==> src/rtl/seq_sub_comparator.sv <==
// Multi-cycle subtract-based comparator: computes a - b = a + ~b + 1 DIGIT bits
// per cycle from the LSB, then reports diff, z/n/c/v and signed/unsigned lt/eq/gt.
module seq_sub_comparator #(
    parameter int WIDTH = 16,
    parameter int DIGIT = 4
) (
    input  logic             clk,
    input  logic             rst,
    input  logic             in_valid,
    output logic             in_ready,
    input  logic [WIDTH-1:0] a,
    input  logic [WIDTH-1:0] b,
    input  logic             signed_md,
    output logic             out_valid,
    input  logic             out_ready,
    output logic [WIDTH-1:0] diff,
    output logic             z,
    output logic             n,
    output logic             c,
    output logic             v,
    output logic             lt,
    output logic             eq,
    output logic             gt
);
    localparam int NSTEP  = WIDTH / DIGIT;
    localparam int STEP_W = (NSTEP > 1) ? $clog2(NSTEP) : 1;

    typedef enum logic [1:0] {IDLE, RUN, DONE} state_t;

    state_t            state_reg, state_next;
    logic [WIDTH-1:0]  a_reg, nb_reg, diff_reg, diff_next;
    logic              sm_reg, carry_reg;
    logic [STEP_W-1:0] step_reg;
    logic              z_reg, n_reg, c_reg, v_reg, lt_reg, gt_reg;

    logic [DIGIT-1:0]  a_slice  [NSTEP];
    logic [DIGIT-1:0]  nb_slice [NSTEP];
    logic [DIGIT-1:0]  cur_a, cur_nb;
    logic [DIGIT:0]    sum;
    logic              last_step;
    logic              c_msb_in, z_fin, n_fin, v_fin, lt_fin;

    // Operand slices and the in-place diff update, one lane per step.
    for (genvar gi = 0; gi < NSTEP; gi++) begin : g_slice
        assign a_slice[gi]  = a_reg[gi*DIGIT +: DIGIT];
        assign nb_slice[gi] = nb_reg[gi*DIGIT +: DIGIT];
        assign diff_next[gi*DIGIT +: DIGIT] =
            (step_reg == STEP_W'(gi)) ? sum[DIGIT-1:0] : diff_reg[gi*DIGIT +: DIGIT];
    end

    assign cur_a     = a_slice[step_reg];
    assign cur_nb    = nb_slice[step_reg];
    assign sum       = {1'b0, cur_a} + {1'b0, cur_nb} + {{DIGIT{1'b0}}, carry_reg};
    assign last_step = (step_reg == STEP_W'(NSTEP - 1));

    // Carry into the top bit recovered from its sum bit: s = a ^ b ^ cin.
    assign c_msb_in = sum[DIGIT-1] ^ cur_a[DIGIT-1] ^ cur_nb[DIGIT-1];
    assign z_fin    = ~|diff_next;
    assign n_fin    = diff_next[WIDTH-1];
    assign v_fin    = c_msb_in ^ sum[DIGIT];
    assign lt_fin   = sm_reg ? (n_fin ^ v_fin) : ~sum[DIGIT];

    always_ff @(posedge clk) begin
        if (rst) begin
            state_reg <= IDLE;
        end else begin
            state_reg <= state_next;
        end
    end

    always_comb begin
        state_next = state_reg;
        case (state_reg)
            IDLE:    if (in_valid)  state_next = RUN;
            RUN:     if (last_step) state_next = DONE;
            DONE:    if (out_ready) state_next = IDLE;
            default: state_next = IDLE;
        endcase
    end

    always_ff @(posedge clk) begin
        if (rst) begin
            a_reg     <= '0;
            nb_reg    <= '0;
            diff_reg  <= '0;
            sm_reg    <= 1'b0;
            carry_reg <= 1'b0;
            step_reg  <= '0;
            z_reg     <= 1'b0;
            n_reg     <= 1'b0;
            c_reg     <= 1'b0;
            v_reg     <= 1'b0;
            lt_reg    <= 1'b0;
            gt_reg    <= 1'b0;
        end else begin
            case (state_reg)
                IDLE: begin
                    if (in_valid) begin
                        a_reg     <= a;
                        nb_reg    <= ~b;
                        sm_reg    <= signed_md;
                        carry_reg <= 1'b1;
                        step_reg  <= '0;
                    end
                end
                RUN: begin
                    diff_reg  <= diff_next;
                    carry_reg <= sum[DIGIT];
                    step_reg  <= step_reg + 1'b1;
                    if (last_step) begin
                        z_reg  <= z_fin;
                        n_reg  <= n_fin;
                        c_reg  <= sum[DIGIT];
                        v_reg  <= v_fin;
                        lt_reg <= lt_fin;
                        gt_reg <= ~lt_fin & ~z_fin;
                    end
                end
                default: ;
            endcase
        end
    end

    assign in_ready  = (state_reg == IDLE);
    assign out_valid = (state_reg == DONE);
    assign diff      = diff_reg;
    assign z         = z_reg;
    assign n         = n_reg;
    assign c         = c_reg;
    assign v         = v_reg;
    assign lt        = lt_reg;
    assign eq        = z_reg;
    assign gt        = gt_reg;
endmodule

==> config.mk <==
export PLATFORM = sky130hd
export DESIGN_NAME = seq_sub_comparator
export DESIGN_NICKNAME = d
export VERILOG_FILES = /design/src/rtl/seq_sub_comparator.sv
export SDC_FILE = /design/constraint.sdc
export NUM_CORES = 1
export LEC_CHECK = 0
export BUFFER_PORTS_ARGS = -buffer_cell sky130_fd_sc_hd__buf_2
export CAP_MARGIN = 20
export CORE_ASPECT_RATIO = 1.5
export CORE_MARGIN = 2
export CORE_UTILIZATION = 55
export CTS_CLUSTER_SIZE = 16
export DETAILED_ROUTE_END_ITERATION = 8
export PLACE_DENSITY = 0.8
export SLEW_MARGIN = 20
export SYNTH_ARGS = -nofsm -noshare
export SYNTH_HDL_FRONTEND = slang
export SYNTH_SLANG_ARGS = --single-unit
export TNS_END_PERCENT = 1
==> constraint.sdc <==
create_clock -name clk -period 9.3 [get_ports clk]
set_clock_uncertainty 0.05 [all_clocks]
set_input_delay 1.86 -clock clk [delete_from_list [all_inputs] [get_ports clk]]
set_output_delay 1.86 -clock clk [all_outputs]
set_load 0.02 [all_outputs]
Word-level counts from Yosys, hierarchy flattened
Cells that the tools add are included.
{"block": "word_totals", "regBits": 60, "word_cells": 62, "output_inout_bits": 25}
{"block": "classes", "mux": 19, "reduce_logical": 9, "n_bitwise": 9, "magnitude_cmp": 1, "addsub": 3, "eq_ne": 8}
{"operator": "$mux W4", "count": 8}
{"operator": "$bmux W4 S2", "count": 2}
{"operator": "$not A16 Y16", "count": 1}
{"operator": "$reduce_or A16 Y1", "count": 1}
{"operator": "$mux W2", "count": 4}
{"operator": "$eq A2 B2 Y1 const B", "count": 3}
{"operator": "$pmux W2 S3", "count": 1}
{"operator": "$reduce_and A2 Y1", "count": 3}
{"operator": "$add A4 B4 Y5", "count": 1}
{"operator": "$add A5 B1 Y5", "count": 1}
{"operator": "$eq A2 B1 Y1 const B", "count": 2}
{"operator": "$logic_not A2 Y1", "count": 2}
{"operator": "$ne A2 B2 Y1 const B", "count": 2}
{"operator": "$pmux W2 S2", "count": 1}
{"operator": "$xor A1 B1 Y1", "count": 4}
{"operator": "$ge A3 B3 Y1 const B", "count": 1}
{"operator": "$not A2 Y3", "count": 1}
{"operator": "$reduce_and A3 Y1", "count": 1}
{"operator": "$add A2 B1 Y2 const B", "count": 1}
{"operator": "$mux W1", "count": 2}
{"operator": "$ne A2 B1 Y1 const B", "count": 1}
{"operator": "$not A1 Y1", "count": 2}
{"operator": "$pmux W1 S2", "count": 1}
{"operator": "$reduce_bool A2 Y1", "count": 1}
{"operator": "other kinds (2)", "count": 2}

Logic depth before layout (Yosys ltp)
{"block": "depth", "depth_word": 13, "ltp_mapped": 13}

Worst setup path before layout
No wires, ideal clock.
{"block": "synth_timing", "path_type": "register to register", "start": "register step_reg[0]", "end": "register lt_reg (netlist: lt)", "path_stages_with_launch": 11, "arrival_ns": 3.017, "path_buffers": 1, "setup_time_ns": 0.079, "slack_ns": 6.153, "period_less_slack_ns": 3.147, "required_time_ns": 9.171, "path_cell_list": "dfxtp_1 > buf_6 > mux4_2 > ha_1 > nor2b_1 > o21a_1 > o211a_1 > or4b_2 > mux2i_2 > xnor2_1 > a211oi_2"}
{"block": "synth_via", "elab_chain_len": 11}
{"item": "from (decl)", "line_no": "33", "source": "logic [STEP_W-1:0] step_reg;"}
{"item": "from (signal assigned)", "line_no": "109", "source": "step_reg <= step_reg + 1'b1;"}
{"item": "$not A2 Y3 (not written as such)", "line_no": "51, 52"}
{"item": "$bmux W4 S2 (on tied branches)", "line_no": "51, 52"}
{"item": "$mux W4 (on tied branches) (2 in a row)", "line_no": "51, 52"}
{"item": "$add A4 B4 Y5", "line_no": "53", "source": "assign sum = {1'b0, cur_a} + {1'b0, cur_nb} + {{DIGIT{1'b0}}, carry_reg};"}
{"item": "$add A5 B1 Y5", "line_no": "53"}
{"item": "$xor A1 B1 Y1 (2 in a row)", "line_no": "57", "source": "assign c_msb_in = sum[DIGIT-1] ^ cur_a[DIGIT-1] ^ cur_nb[DIGIT-1];"}
{"item": "$xor A1 B1 Y1", "line_no": "60", "source": "assign v_fin = c_msb_in ^ sum[DIGIT];"}
{"item": "$xor A1 B1 Y1", "line_no": "61", "source": "assign lt_fin = sm_reg ? (n_fin ^ v_fin) : ~sum[DIGIT];"}
{"item": "$mux W1", "line_no": "61"}
{"item": "to (signal assigned)", "line_no": "115", "source": "lt_reg <= lt_fin;"}
{"item": "to (decl)", "line_no": "34", "source": "logic z_reg, n_reg, c_reg, v_reg, lt_reg, gt_reg;"}
Parallel ways exist; a longest one is shown, timed or not. The select of a mux whose other input is x is not followed.
A chain may end at the register's enable or synchronous reset.

Final worst setup path
{"block": "layout_timing", "start": "register step_reg[0]", "end": "register gt_reg (netlist: gt)"}
{"block": "layout_via", "elab_chain_len": 13}
{"item": "$not A2 Y3 (not written as such)", "line_no": "51, 52"}
{"item": "$bmux W4 S2 (on tied branches)", "line_no": "51, 52"}
{"item": "$mux W4 (on tied branches) (2 in a row)", "line_no": "51, 52"}
{"item": "$add A4 B4 Y5", "line_no": "53"}
{"item": "$add A5 B1 Y5", "line_no": "53"}
{"item": "$xor A1 B1 Y1 (2 in a row)", "line_no": "57"}
{"item": "$xor A1 B1 Y1", "line_no": "60"}
{"item": "$xor A1 B1 Y1", "line_no": "61"}
{"item": "$mux W1", "line_no": "61"}
{"item": "$not A1 Y1", "line_no": "116", "source": "gt_reg <= ~lt_fin & ~z_fin;"}
{"item": "$and A1 B1 Y1", "line_no": "116"}
{"item": "to (signal assigned)", "line_no": "116"}
{"item": "to (decl)", "line_no": "34"}
Parallel ways exist; a longest one is shown, timed or not. The select of a mux whose other input is x is not followed.

==> out/qor.log <==
[logic_synthesis] Synth async-reset ratio 0%
[sta] clock period minus final worst setup slack 3.741 ns
[sta] # setup viols final 0
[global_routing] initial antenna violation count 0
[sta] share of the clock period used by the worst path 40.23%
[routing] total wirelength of the detailed-routed design 5869 µm
[routing] Remaining DRCs 0
[setup_path] CP max-delay cell dfxtp_1
[logic_synthesis] synthesized netlist net count 351
[setup_path] category of the most critical setup path reg -> reg
[clock_network] Max H-tree Level 3
[sta] Tightest Pin Transition 1.074 ns
[global_routing] first-pass GRT wire length 9791 µm
[sta] Final Hold Viols 0
[clock_network] clock sink total 60
[power_and_ir_drop] power per unit of standard cell area 191.9 nW/µm²
[cells_and_area] number of inserted filler cells in the final layout 445
[global_routing] pin count of the biggest net entering global routing 62
[global_routing] Congestion Overflow GR 0
[logic_synthesis] EDFF count, synth 0
[setup_path] Worst path top cell family by delay simple AND/OR/NAND/NOR gates
[cells_and_area] fraction of final layout cells with drive strength greater than 1 24.30%
[power_and_ir_drop] maximum ir drop on the vdd rail 141.6 µV
[clock_network] TritonCTS clock tree built
[placement] estimated wirelength of the detail-placed design 4196 µm
[routing] via count 2308
[floorplanning] vertical die dimension 90.09 µm
[clock_network] clock transition at the register clock pins on the worst setup and hold paths after CTS 0.06 ns
[setup_path] worst-path cell chain mux4_2, inv_1, fa_1, inv_1, fa_1, xnor2_1, a31oi_1, or4b_1, a21oi_1, nand2_1, nand4_1, o211ai_1
[logic_synthesis] mean instance size in the synthesized netlist 8.910 µm²
[floorplanning] initial core utilization 56.50%
[sta] tightest slew margin relative to the limit 28.43%
[logic_synthesis] leading area contributor after synthesis dfxtp_1
[worst_hold_path] number of instances on the worst hold path 2
[placement] Post-Place Cell Area 3015 µm²
[floorplanning] row count 31
[clock_network] clock insertion delay at the later pin of the skew report 0.34 ns
[setup_path] stage delay of the slowest cell on the critical path 0.70 ns
[global_routing] via count of the first global-routing pass 2214
[clock_network] count of hold buffers inserted by post-cts repair 0
[routing] number of nets with antenna violations after detailed routing 0
[setup_path] type of element capturing the critical path flip-flop
[setup_path] arrival time at the worst endpoint 3.91 ns
[clock_network] maximum number of buffers from clock root to sink 2
[cells_and_area] cell area after layout 3206 µm²
[floorplanning] number of I/O pins 62
[clock_network] CTS buffer count 9
[floorplanning] core box area 4810 µm²
[setup_path] terminus of the critical flop-to-flop path gt
[setup_path] worst reg2reg startpoint step_reg[0]
[power_and_ir_drop] Leak 1.347 nW
[cells_and_area] Reg area 1201 µm²
[global_routing] overall fraction of global-route tracks in use 23.99%
[logic_synthesis] portion of the post-synthesis area used by sequential elements 44.20%
[cells_and_area] relative area change from synthesis to final layout 17.96%
[sta] achievable clock frequency 267.3 MHz
[placement] number of buffers inserted by port buffering 61
[worst_hold_path] endpoint with the worst hold slack n
[cells_and_area] number of diodes added for antenna fixing 0
[clock_network] count of cells resized by post-cts repair 0
[logic_synthesis] count of cell types in the netlist 39
[logic_synthesis] share of the synthesized area in the top cell type 44.20%
[floorplanning] overall die area 5531 µm²
[floorplanning] width of the die 61.40 µm
[setup_path] Setup crit start kind flip-flop
[logic_synthesis] top area cells in the synthesized netlist dfxtp_1 (44%), a211oi_1 (7.2%), mux4_2 (6.6%)
[setup_path] flop2flop setup slack 5.56 ns
[sta] unrepaired setup endpoints after global routing no
[power_and_ir_drop] overall power consumption 0.6153 mW
[sta] number of slew-limit violations in the final report 0
[setup_path] R2R depth 12
[routing] vias per std cell 5.443
[routing] drt first pass iters 4
[logic_synthesis] Main synth FF type dfxtp_1
[routing] wire length per cell after detailed routing 13.84 µm
[worst_hold_path] beginning of the worst hold path n
[sta] sum of negative setup slack 0 ns
[cells_and_area] layout net count 401
[placement] global placer's final weighted congestion 0.8801
[setup_path] number of buffers and inverters on the critical path 2
[setup_path] largest fanout of any net on the critical path 11
[flow_run] Max-Cap Viols 0
[run_status] run status finished, final reports clean
[clock_network] Clock Tree Root clkbuf_8
[setup_path] Worst Path Required 9.46 ns
[logic_synthesis] synthesized instance count 305
[logic_synthesis] number of warnings reported in the yosys synthesis log 0
[routing] number of violations reported at the end of detailed-routing iteration 0 146
[logic_synthesis] post-synthesis register bit count 60
[cells_and_area] area of the multi-input gates 1393 µm²
[logic_synthesis] combined area of all synthesized cells 2718 µm²
[clock_network] buffers inserted during post-CTS setup optimization 0
[worst_hold_path] worst hold-check path type reg -> reg
## where the power goes
| group | internal (mW) | switching, mW | total [mW] | leakage, nW |
|---|---|---|---|---|
| sequential | 0.272 | 0.0111 | 0.283 | 0.491 |
| clock | 0.135 | 0.0947 | 0.230 | 0.0983 |
| combinational | 0.0451 | 0.0575 | 0.103 | 0.757 |
## cell type report
| type | instances | area share (%) |
|---|---|---|
| inverters | 7 | 0.8197 |
| clock buffers | 12 | 4.840 |
| well taps | 66 | 2.576 |
| clock inverters | 2 | 1.093 |
| repair buffers | 62 | 9.758 |
| flip-flops and latches | 60 | 37.47 |
| multi-input cells | 215 | 43.44 |
## per-stage QoR
stage,std cells,hold slack (ns),utilization (%),setup WS [ns]
finish,424,0.4041,66.65,5.559
global route,424,0.4183,66.65,5.278
CTS,424,0.4063,66.65,5.594
detailed placement,410,0.3934,62.70,5.645
global placement,410,0.3901,62.70,5.736
floorplan,305,0.3831,-,6.153
## per-layer routing
layer	vias up	wire [µm]	GRT usage (%)
met3	17	288	6.619
met4	0	185	14.36
met5	-	0	0
met1	1060	2282	26.92
li1	1157	-	-
met2	74	3112	38.65
## Yosys cell counts, types with 2 or more instances
master and instances:
a211oi_1 26, a21oi_1 28, and2_1 6, clkbuf_1 20
dfxtp_1 60, fa_1 2, ha_1 7, inv_1 7
mux2i_1 6, mux4_2 8, nand2_1 47, nand2b_1 2
nand3_1 2, nand3b_1 2, nor2_1 41, nor2b_1 5
nor3_1 8, nor4_1 2, o211ai_1 2, o21a_1 3
xnor2_1 3
## placed cells by master, fill, tap and decap left out, types with 2 or more instances in the layout
master | Yosys | routed
buf_2 | 0 | 61
o211ai_1 | 2 | 2
nand2b_1 | 2 | 2
fa_1 | 2 | 2
dfxtp_1 | 60 | 60
inv_1 | 7 | 7
nand3_1 | 2 | 2
o21a_1 | 3 | 3
nor4_1 | 2 | 2
nor2_1 | 41 | 41
clkbuf_8 | 0 | 11
mux2i_1 | 6 | 6
xnor2_1 | 3 | 3
nand2_1 | 47 | 47
and2_1 | 6 | 6
nand3b_1 | 2 | 2
nor3_1 | 8 | 8
a21oi_1 | 28 | 28
mux4_2 | 8 | 8
ha_1 | 7 | 7
nor2b_1 | 5 | 5
a211oi_1 | 26 | 26
## worst register-to-register path: stages (launching register included)
cell,delay (ns)
dfxtp_1,0.70
mux4_2,0.58
inv_1,0.09
fa_1,0.20
inv_1,0.06
fa_1,0.40
xnor2_1,0.43
a31oi_1,0.08
or4b_1,0.54
a21oi_1,0.19
nand2_1,0.11
nand4_1,0.11
o211ai_1,0.09
## worst max path at each step
stage / from / end / cells after the start
2_1_floorplan: step_reg[0] / lt / 10
3_3_place_gp: step_reg[0] / gt / 12
3_5_place_dp: step_reg[0] / gt / 12
4_1_cts: step_reg[0] / gt / 12
5_1_grt: step_reg[0] / gt / 12
6_report: step_reg[0] / gt / 12
## logic make-up after synthesis
family | share of synthesized area [%]
muxes | 9.346
xor gates and xnor gates | 2.118
DFF | 44.20
adders and majority gates | 4.696
buffers and inverters | 4.558
AOI/OAI and AO/OA | 15.65
and+or+nand+nor | 19.43
Power figures use the tool's default switching activity.
